===== config.mk =====
export PLATFORM = sky130hd
export DESIGN_NAME = clkratio_det
export DESIGN_NICKNAME = d
export VERILOG_FILES = /design/src/rtl/clkratio_pkg.sv /design/src/rtl/clkratio_sync.sv /design/src/rtl/clkratio_det.sv
export SDC_FILE = /design/constraint.sdc
export NUM_CORES = 1
export LEC_CHECK = 0
export CAP_MARGIN = 20
export CORE_AREA = 4 4 51 53
export DETAILED_ROUTE_END_ITERATION = 12
export DIE_AREA = 0 0 55 57
export GPL_TIMING_DRIVEN = 1
export PLACE_DENSITY_LB_ADDON = 0.15
export SKIP_LAST_GASP = 1
export SLEW_MARGIN = 10
export SYNTH_ARGS = -nofsm -noshare
export SYNTH_HDL_FRONTEND = slang
export SYNTH_HIERARCHICAL = 1
export SYNTH_SLANG_ARGS = --single-unit

===== constraint.sdc =====
create_clock -name clkin -period 4.1 [get_ports clkin]
set_clock_uncertainty 0.1 [all_clocks]
set_input_delay 1.025 -clock clkin [delete_from_list [all_inputs] [get_ports clkin]]
set_output_delay 1.025 -clock clkin [all_outputs]
set_load 0.03 [all_outputs]

===== src/rtl/clkratio_pkg.sv =====
// Shared definitions for the clock-ratio detector: FSM encoding and default sizing.
package clkratio_pkg;

  typedef enum logic [1:0] {
    ST_IDLE   = 2'd0,
    ST_FIRST  = 2'd1,
    ST_TRACK  = 2'd2,
    ST_LOCKED = 2'd3
  } state_t;

  localparam int DEF_CNT_W    = 4;
  localparam int DEF_LOCK_CNT = 4;
  localparam int DEF_TIMEOUT  = 15;

  // Wide enough for the full legal LOCK_CNT range (1..15).
  localparam int MATCH_W = 4;

endpackage


===== src/rtl/clkratio_sync.sv =====
// Sampling front end plus rising-edge detect for the measured clock.
// CLKRATIO_SYNC2_EN adds a metastability flop ahead of the edge register.
module clkratio_sync
  import clkratio_pkg::*;
(
  input  logic clkin,
  input  logic rstn,
  input  logic i_meas,
  output logic o_edge
);

  logic r_s_q;
  logic r_s_qq;

`ifdef CLKRATIO_SYNC2_EN
  logic r_meta;

  always_ff @(posedge clkin or negedge rstn) begin
    if (!rstn) begin
      r_meta <= 1'b0;
      r_s_q  <= 1'b0;
      r_s_qq <= 1'b0;
    end else begin
      r_meta <= i_meas;
      r_s_q  <= r_meta;
      r_s_qq <= r_s_q;
    end
  end
`else
  always_ff @(posedge clkin or negedge rstn) begin
    if (!rstn) begin
      r_s_q  <= 1'b0;
      r_s_qq <= 1'b0;
    end else begin
      r_s_q  <= i_meas;
      r_s_qq <= r_s_q;
    end
  end
`endif

  assign o_edge = r_s_q & ~r_s_qq;

endmodule


===== src/rtl/clkratio_det.sv =====
// Clock-ratio detector: measures clk_meas rising-edge period in clkin cycles and
// locks after LOCK_CNT equal periods. Front end depth set by CLKRATIO_SYNC2_EN.
module clkratio_det
  import clkratio_pkg::*;
#(
  parameter int CNT_W    = DEF_CNT_W,
  parameter int LOCK_CNT = DEF_LOCK_CNT,
  parameter int TIMEOUT  = DEF_TIMEOUT
) (
  input  logic             clkin,
  input  logic             rstn,
  input  logic             clk_meas,
  input  logic             clear,
  output logic [CNT_W-1:0] ratio,
  output logic             locked,
  output logic             valid,
  output logic             err
);

  localparam logic [CNT_W-1:0]   TO_VAL  = CNT_W'(TIMEOUT);
  localparam logic [CNT_W-1:0]   TO_ARM  = CNT_W'(TIMEOUT - 1);
  localparam logic [MATCH_W-1:0] LOCK_V  = MATCH_W'(LOCK_CNT);
  localparam logic [MATCH_W-1:0] LOCK_M1 = MATCH_W'(LOCK_CNT - 1);

  state_t             r_state, w_state_next;
  logic [CNT_W-1:0]   r_cnt, w_cnt_next;
  logic [CNT_W-1:0]   r_ref, w_ref_next;
  logic [CNT_W-1:0]   r_ratio;
  logic [MATCH_W-1:0] r_match, w_match_next;
  logic               r_err, w_err_next;
  logic               r_locked;
  logic               r_valid, w_valid_next;
  logic               w_edge;
  logic               w_same;
  logic               w_timeout;

  clkratio_sync u_sync (
    .clkin  (clkin),
    .rstn   (rstn),
    .i_meas (clk_meas),
    .o_edge (w_edge)
  );

  // r_cnt still holds the finished period on the cycle the edge is seen.
  assign w_same    = (r_cnt == r_ref);
  assign w_timeout = (r_state != ST_IDLE) && (r_cnt >= TO_ARM);

  always_comb begin
    w_state_next = r_state;
    w_cnt_next   = r_cnt;
    w_ref_next   = r_ref;
    w_match_next = r_match;
    w_err_next   = r_err;
    w_valid_next = 1'b0;
    if (clear) begin
      w_state_next = ST_IDLE;
      w_cnt_next   = '0;
      w_ref_next   = '0;
      w_match_next = '0;
      w_err_next   = 1'b0;
    end else if (w_edge) begin
      w_cnt_next = CNT_W'(1);
      case (r_state)
        ST_IDLE: w_state_next = ST_FIRST;
        ST_FIRST: begin
          w_ref_next   = r_cnt;
          w_match_next = MATCH_W'(1);
          if (LOCK_CNT == 1) begin
            w_state_next = ST_LOCKED;
            w_valid_next = 1'b1;
          end else begin
            w_state_next = ST_TRACK;
          end
        end
        ST_TRACK: begin
          if (w_same) begin
            w_match_next = (r_match >= LOCK_V) ? LOCK_V : r_match + 1'b1;
            if (r_match >= LOCK_M1) begin
              w_state_next = ST_LOCKED;
              w_valid_next = 1'b1;
            end
          end else begin
            w_ref_next   = r_cnt;
            w_match_next = MATCH_W'(1);
          end
        end
        ST_LOCKED: begin
          if (!w_same) begin
            w_err_next   = 1'b1;
            w_ref_next   = r_cnt;
            w_match_next = MATCH_W'(1);
            w_state_next = ST_TRACK;
          end
        end
        default: w_state_next = ST_IDLE;
      endcase
    end else begin
      w_cnt_next = (r_cnt >= TO_VAL) ? TO_VAL : r_cnt + 1'b1;
      if (w_timeout) begin
        w_state_next = ST_IDLE;
        w_ref_next   = '0;
        w_match_next = '0;
      end
    end
  end

  always_ff @(posedge clkin or negedge rstn) begin
    if (!rstn) begin
      r_state  <= ST_IDLE;
      r_cnt    <= '0;
      r_ref    <= '0;
      r_match  <= '0;
      r_err    <= 1'b0;
      r_ratio  <= '0;
      r_locked <= 1'b0;
      r_valid  <= 1'b0;
    end else begin
      r_state  <= w_state_next;
      r_cnt    <= w_cnt_next;
      r_ref    <= w_ref_next;
      r_match  <= w_match_next;
      r_err    <= w_err_next;
      r_ratio  <= (w_state_next == ST_LOCKED) ? w_ref_next : '0;
      r_locked <= (w_state_next == ST_LOCKED);
      r_valid  <= w_valid_next;
    end
  end

  assign ratio  = r_ratio;
  assign locked = r_locked;
  assign valid  = r_valid;
  assign err    = r_err;

endmodule


Word-level counts from Yosys, hierarchy flattened
Index checks and enable logic that the tools add are counted.
Word-level totals
  flip-flop bits (word level): 23
  input bits: 4
  word-level logic and storage cells: 67
Operators by class
  $add $sub $neg: 2
  magnitude comparators: 4
  equal/unequal tests: 8
  muxes and demuxes: 32
  bitwise logic cells: 2
  reductions and logical operators: 9
Operators by type and width (number)
  $mux W4: 14
  $mux W2: 6
  $pmux W4 S3: 1
  $mux W1: 9
  $add A4 B1 Y4 const B: 2
  $ge A4 B4 Y1 const B: 2
  $pmux W2 S4: 1
  $pmux W4 S2: 1
  $eq A2 B2 Y1 const B: 3
  $reduce_and A3 Y1: 2
  $reduce_bool A2 Y1: 3
  $ne A5 B5 Y1 const B: 1
  $eq A4 B4 Y1: 1
  $ge A4 B2 Y1 const B: 1
  $ge A4 B3 Y1 const B: 1
  $ne A4 B4 Y1 const B: 1
  $reduce_bool A3 Y1: 1
  $eq A2 B1 Y1 const B: 1
  $logic_not A2 Y1: 1
  $ne A2 B2 Y1 const B: 1
  $reduce_or A2 Y1: 1
  $and A1 B1 Y1: 1
  $logic_and A1 B1 Y1: 1
  $not A1 Y1: 1

Logic depth before layout (Yosys ltp)
Gate-level depths: netlist of run 1.
  depth after elaboration: 8
  mapped depth: 6
  mapped depth without buffers: 6

Hierarchy
Netlist of run 1, hierarchy kept.
By module, submodules not included
  clkratio_det: instances 1, cells each 98, area each 1072.3 um^2, sequential area each 525.5 um^2
  clkratio_sync: instances 1, cells each 3, area each 63.8 um^2, sequential area each 50.0 um^2

Worst setup path before layout of run 1
Ideal clock, no wire load.
  path type: input to register
  start point: input port clear
  end point: register r_ratio[0], in the netlist ratio[0]
  arrival: 1.681 ns
  required time: 3.933 ns
  slack: 2.252 ns
  stages: 4
  path buffers: 0
  path through: inv_1 > nand2_1 > o32a_4 > and3b_1
Between the ends
  cells in the longest elaborated chain, start to end: 3
  elaborated cells on any way between the ends: 4
  those cells by class: eq/ne: 1; mux: 3
Ends and longest elaborated chain
  start, declared: RTL line clkratio_det.sv:13  | input logic clear,
  $mux W2: RTL line clkratio_det.sv:55  | if (clear) begin
  $eq A2 B2 Y1: RTL line clkratio_det.sv:123  | r_ratio <= (w_state_next == ST_LOCKED) ? w_ref_next : '0;
  $mux W4 (*): RTL line clkratio_det.sv:123
  end signal, assigned: RTL line clkratio_det.sv:123
  end, declared: RTL line clkratio_det.sv:28  | logic [CNT_W-1:0] r_ratio;
Mark *: on every way between the ends. The rest lies on a longest branch, timed or not.
A chain may end at the register's enable or synchronous reset.

Worst setup path in the final report of run 1
  start point: register r_err, in the netlist err
  end point: output port err
RTL lines
  start, declared: RTL line clkratio_det.sv:30  | logic r_err, w_err_next;
  start signal, assigned: RTL line clkratio_det.sv:122  | r_err <= w_err_next;
  end, declared: RTL line clkratio_det.sv:17  | output logic err
No word-level cell between the ends.

==> flow_metrics.env, run 1 <==
export IMPL_status="completed"
export IMPL_cts_tree="yes"
export IMPL_powerDensity_nw_per_um2=303
export IMPL_ctsHoldBuffers=0
export IMPL_finalWirelength_mm=2.02
export IMPL_path_cells="clkdlybuf4s50_1"
export IMPL_place_inst=133
export IMPL_grt_pass1_vias=761
export IMPL_worst_path_buf_inv=1
export IMPL_slowest_delay_ns=0.67
export IMPL_gp_congestion=0.825
export IMPL_rrSetupSlack_ns=2.03
export IMPL_cts_root_buf="clkbuf_4"
export IMPL_htreeDepth=1
export IMPL_hold_depth=0
export IMPL_cts_setup_buffers=0
export IMPL_drt_iter0_markers=23
export IMPL_nNetsFinal=118
export IMPL_synthTopCellsByCount="23 x dfrtp_1, 8 x a21oi_1, 7 x nor2_1"
export IMPL_holdCritPathClass="flip-flop to flip-flop"
export IMPL_core_area_um2=2150
export IMPL_clock_sinks=23
export IMPL_stdcell_area_um2=1250
export IMPL_r2r_cells=6
export IMPL_via_per_inst=5.86
export IMPL_synth_top_area_share_pct=50.7
export IMPL_min_delay_start="u_sync/r_s_q$_DFF_PN0_"
export IMPL_dpl_cell_area_um2=1210
export IMPL_vias=808
export IMPL_antenna_left=0
export IMPL_netlist_top_cells_area="dfrtp_1 51%, buf_6 4.0%, a21oi_1 3.5%, ha_1 3.3%, and3b_1 3.1%"
export IMPL_cp_max_fo=2
export IMPL_clkTransAtPathRegs_ns=0.11
export IMPL_antenna_cells=0
export IMPL_critical_path_top_delay_family="buffers and inverters"
export IMPL_ys_seq_elements=23
export IMPL_synth_area_leader_cell="dfrtp_1"
export IMPL_synth_edf_count=0
export IMPL_ys_seq_area_share_pct=50.7
export IMPL_die_x_um=55
export IMPL_synth_top_flop_cell="dfrtp_1"
export IMPL_boundaryPins=11
export IMPL_finalSetupViolCount=0
export IMPL_grt_antenna_before_repair=0
export IMPL_syn_inst=101
export IMPL_clockBufferDepth=2
export IMPL_min_delay_worst_endpoint="u_sync/r_s_qq$_DFF_PN0_"
export IMPL_layout_cells_non_filler=138
export IMPL_syn_avg_cell_area_um2=11.2
export IMPL_die_h_um=57
export IMPL_grt_total_usage_pct=14.9
export IMPL_r2r_start="r_cnt[0]$_DFF_PN0_"
export IMPL_post_route_period_util_pct=60.0
export IMPL_clk_latency_ns=0.30
export IMPL_power_leakage_nw=0.528
export IMPL_synth_fp_nets=108
export IMPL_cts_buffers=3
export IMPL_tns_ns=0
export IMPL_rsz0062_at_grt="false"
export IMPL_crit_required_ns=2.97
export IMPL_async_reset_ff_share_pct=100
export IMPL_hold_violations=0
export IMPL_rows=17
export IMPL_max_cap_violations=0
export IMPL_min_period_ns=2.46
export IMPL_area_delta_synth_final_pct=10.5
export IMPL_worstMarginPinSlew_ns=0.547
export IMPL_grt_overflow=0
export IMPL_path_class="flip-flop to output port"
export IMPL_post_drt_wl_per_cell_um=14.6
export IMPL_critPathLaunchType="flip-flop"
export IMPL_io_buffers=10
export IMPL_hpwl_mm=1.42
export IMPL_yosysWarnings=6
export IMPL_fmax_ghz=0.407
export IMPL_start_util_pct=52.9
export IMPL_drc=0
export IMPL_reg2reg_to="ratio[3]$_DFF_PN0_"
export IMPL_worst_path_max_delay_cell="clkdlybuf4s50_1"
export IMPL_grt_pass1_wl_mm=3.48
export IMPL_synth_most_common_cell="dfrtp_1"
export IMPL_ir_worst_vdd_mv=0.199
export IMPL_first_pass_iters=4
export IMPL_dieArea_um2=3140
export IMPL_critPathCaptureType="output port"
export IMPL_slew_viol_final=0
export IMPL_syn_area_um2=1140
export IMPL_synth_distinct_cells=34
export IMPL_drive_gt1_share_pct=8.18
export IMPL_cts_resized=0
export IMPL_crit_arrival_ns=1.33
export IMPL_grt_max_degree=24
export IMPL_timing_slew_headroom_pct=63.2
[how the worst max path moves through the flow]
stage	startpoint	cells past startpoint	slack (ns)	to
6_report	err$_DFFE_PN0P_	1	1.64	err
4_1_cts	err$_DFFE_PN0P_	1	1.62	err
5_1_grt	err$_DFFE_PN0P_	1	1.56	err
3_5_place_dp	clear	5	1.39	ratio[3]$_DFF_PN0_
3_3_place_gp	clear	5	1.42	ratio[3]$_DFF_PN0_
2_1_floorplan	clear	4	2.25	ratio[0]$_DFF_PN0_
[per-stage QoR]
step | worst slack, ns | utilization (%) | total power [mW] | hold slack, ns
global route | 1.56 | 58.4 | 0.403 | 0.317
floorplan | 2.25 | - | 0.273 | 0.254
detailed placement | 1.39 | 56.5 | 0.285 | 0.268
CTS | 1.62 | 57.7 | 0.385 | 0.301
global placement | 1.42 | 56.5 | 0.284 | 0.266
finish | 1.64 | 58.4 | 0.380 | 0.302
[worst register-to-register path, cell delays in order (launching register included)]
cell,delay (ns)
dfrtp_1,0.50
inv_1,0.08
ha_1,0.20
o211ai_1,0.45
a21oi_1,0.17
a21oi_1,0.31
and3b_1,0.21
[flip-flops by register name (all words and copies together) (netlist names)]
signal         count
r_state            2
locked             1
r_cnt              4
err                1
u_sync/r_s_q       1
ratio              4
valid              1
u_sync/r_s_qq      1
r_match            4
r_ref              4
[logic make-up (layout without fill, tap and decap cells)]
group,count (synthesis),after routing,share of synthesized area [%]
flops,23,23,50.7
fa+ha+maj,3,3,3.30
compound gates,29,29,18.5
buf+inv,10,19,6.39
simple gates,32,32,16.7
xor+xnor,4,4,4.41
[where the power goes]
part / leakage (nW) / internal (mW) / switching, mW
Combinational: 0.200 / 0.0167 / 0.0238
Clock: 0.0150 / 0.0378 / 0.0599
Sequential: 0.313 / 0.232 / 0.00940
Total: 0.528 / 0.287 / 0.0932
[layer usage]
metal	wire length, um	GRT usage (%)	vias to the layer above
met3	104	2.35	4
met1	898	20.4	393
li1	-	-	388
met4	28	6.60	0
met2	983	22.8	23
met5	0	0	-
[layout make-up]
cell class / count / area (um2)
Fill cell: 199 / 893
Sequential cell: 23 / 576
Multi-Input combinational cell: 68 / 488
Timing Repair Buffer: 11 / 115
Tap cell: 28 / 35.0
Clock buffer: 4 / 26.3
Inverter: 4 / 15.0
[cell usage in the layout (no fill, tap or decap), types with 3 or more instances in the layout]
cell              n
a21oi_1           8
a22oi_1           4
a31oi_1           3
and3b_1           4
clkbuf_4          3
clkdlybuf4s50_1  10
dfrtp_1          23
ha_1              3
inv_1             4
nand2_1           3
nand3_1           6
nor2_1            7
nor4_1            3
o21ai_0           3
Note: power is estimated with default switching activity, not from simulation.
==> inputs of run 2 (changes only) <==
- clock period: 4.1 -> 2.4 ns (I/O delays scaled with it)
==> run 2 against run 1 <==
Against the previous run:
- sequential power rose by 71%
- via count increased by 1.6%
- clock-buffer cell count unchanged
- final cell count up 1.4%
- global-route usage is 1.3 points higher
- critical path depth stayed put
- hold slack got worse by 0.0049 ns
- critical endpoint unchanged
- largest cell class unchanged
==> flow_metrics.env, run 2 (same netlist as run 1, synthesis figures left out) <==
export IMPL_status="completed"
export IMPL_slew_viol_final=0
export IMPL_min_period_ns=2.05
export IMPL_grt_pass1_wl_mm=3.75
export IMPL_dieArea_um2=3140
export IMPL_ff_latch_area_um2=576
export IMPL_post_drt_wl_per_cell_um=14.7
export IMPL_die_h_um=57
export IMPL_hpwl_mm=1.43
export IMPL_crit_required_ns=1.70
export IMPL_ir_worst_vdd_mv=0.384
export IMPL_grt_overflow=0
export IMPL_cp_startpoint="err$_DFFE_PN0P_"
export IMPL_drc=0
export IMPL_timing_slew_headroom_pct=66.8
export IMPL_layout_commonest_cell="dfrtp_1"
export IMPL_cts_tree="yes"
export IMPL_tns_ns=0
export IMPL_worst_path_max_delay_cell="clkdlybuf4s50_1"
export IMPL_worst_path_buf_inv=1
export IMPL_rsz0062_at_grt="false"
export IMPL_path_depth=1
export IMPL_hold_violations=0
export IMPL_path_class="flip-flop to output port"
export IMPL_multi_input_area_um2=488
export IMPL_post_route_period_util_pct=85.4
export IMPL_slowest_delay_ns=0.67
export IMPL_grt_antenna_before_repair=0
export IMPL_clk_latency_ns=0.32
export IMPL_crit_arrival_ns=1.35
export IMPL_drt_iter0_markers=13
export IMPL_worstMarginPinSlew_ns=0.494
export IMPL_finalWirelength_mm=2.06
export IMPL_clkTransAtPathRegs_ns=0.12
export IMPL_start_util_pct=52.9
export IMPL_power_leakage_nw=0.534
export IMPL_grt_max_degree=24
export IMPL_gp_congestion=0.843
export IMPL_powerDensity_nw_per_um2=522
export IMPL_antenna_left=0
export IMPL_cts_resized=0
export IMPL_io_buffers=10
export IMPL_ctsHoldBuffers=0
export IMPL_die_x_um=55
export IMPL_area_delta_synth_final_pct=11.1
export IMPL_via_per_inst=5.86
export IMPL_cts_root_buf="clkbuf_4"
export IMPL_rrSetupSlack_ns=0.54
export IMPL_fillers=193
export IMPL_grt_total_usage_pct=16.2
export IMPL_cts_setup_buffers=0
export IMPL_holdCritPathClass="flip-flop to flip-flop"
export IMPL_critPathCaptureType="output port"
export IMPL_grt_pass1_vias=805
export IMPL_r2r_start="r_cnt[0]$_DFF_PN0_"
export IMPL_cts_buffers=3
export IMPL_cp_max_fo=2
export IMPL_critical_path_top_delay_family="buffers and inverters"
export IMPL_r2r_cells=7
export IMPL_critPathLaunchType="flip-flop"
export IMPL_worst_hold_slack_ns=0.297
export IMPL_reg2reg_to="ratio[1]$_DFF_PN0_"
export IMPL_htreeDepth=1
export IMPL_endpoint="err"
export IMPL_drive_gt1_share_pct=9.82
export IMPL_path_cells="clkdlybuf4s50_1"
export IMPL_first_pass_iters=4
export IMPL_clockBufferDepth=2
export IMPL_core_area_um2=2150
export IMPL_clock_sinks=23
export IMPL_layout_common_cells="23 x dfrtp_1, 10 x clkdlybuf4s50_1, 8 x a21oi_1"
export IMPL_boundaryPins=11
export IMPL_vias=821
export IMPL_antenna_cells=0
export IMPL_max_cap_violations=0
export IMPL_rows=17
export IMPL_fmax_ghz=0.488
export IMPL_nNetsFinal=120
export IMPL_finalSetupViolCount=0
==> run 2: cell count changes in the layout (fill, tap and decap cells not counted) <==
cell,previous run,this run
buf_4,0,3
buf_8,1,0
==> run 2: layer usage <==
layer / GRT usage, % / part of all wire [%] / vias up
met5: 0 / 0 / -
met4: 9.03 / 2.7 / 0
met3: 3.13 / 4.6 / 5
met2: 23.6 / 47 / 16
met1: 22.1 / 45 / 407
li1: - / - / 393
==> run 2: worst min-delay path by stage <==
stage / start / to / slack (ns) / cells after the start
2_1_floorplan: rstn / err$_DFFE_PN0P_ / 0.20 / 0
3_3_place_gp: u_sync/r_s_q$_DFF_PN0_ / u_sync/r_s_qq$_DFF_PN0_ / 0.27 / 0
3_5_place_dp: u_sync/r_s_q$_DFF_PN0_ / u_sync/r_s_qq$_DFF_PN0_ / 0.26 / 0
4_1_cts: u_sync/r_s_q$_DFF_PN0_ / u_sync/r_s_qq$_DFF_PN0_ / 0.30 / 0
5_1_grt: u_sync/r_s_q$_DFF_PN0_ / u_sync/r_s_qq$_DFF_PN0_ / 0.32 / 0
6_report: u_sync/r_s_q$_DFF_PN0_ / u_sync/r_s_qq$_DFF_PN0_ / 0.30 / 0
==> run 2: per-stage QoR <==
step | setup WS, ns | power (mW) | std cells | util (%) | area, um2
after floorplan | 0.726 | 0.467 | 101 | - | 1140
after global placement | 0.420 | 0.488 | 136 | 57.5 | 1240
after detailed placement | 0.376 | 0.490 | 136 | 57.5 | 1240
after CTS | 0.329 | 0.668 | 140 | 58.8 | 1260
after global routing | 0.278 | 0.695 | 140 | 58.8 | 1260
final | 0.349 | 0.659 | 140 | 58.8 | 1260
==> run 2: area by class of cell <==
type	instances	share of cell area [%]
Sequential cell	23	45.6
Multi-Input combinational cell	68	38.7
Timing Repair Buffer	13	9.71
Tap cell	28	2.78
Clock buffer	4	2.08
Inverter	4	1.19
==> run 2: power breakdown <==
group / internal (mW) / leakage [nW] / total (mW) / switching (mW)
clock network: 0.0651 / 0.0150 / 0.177 / 0.112
registers: 0.397 / 0.313 / 0.413 / 0.0159
logic: 0.0285 / 0.206 / 0.0697 / 0.0411
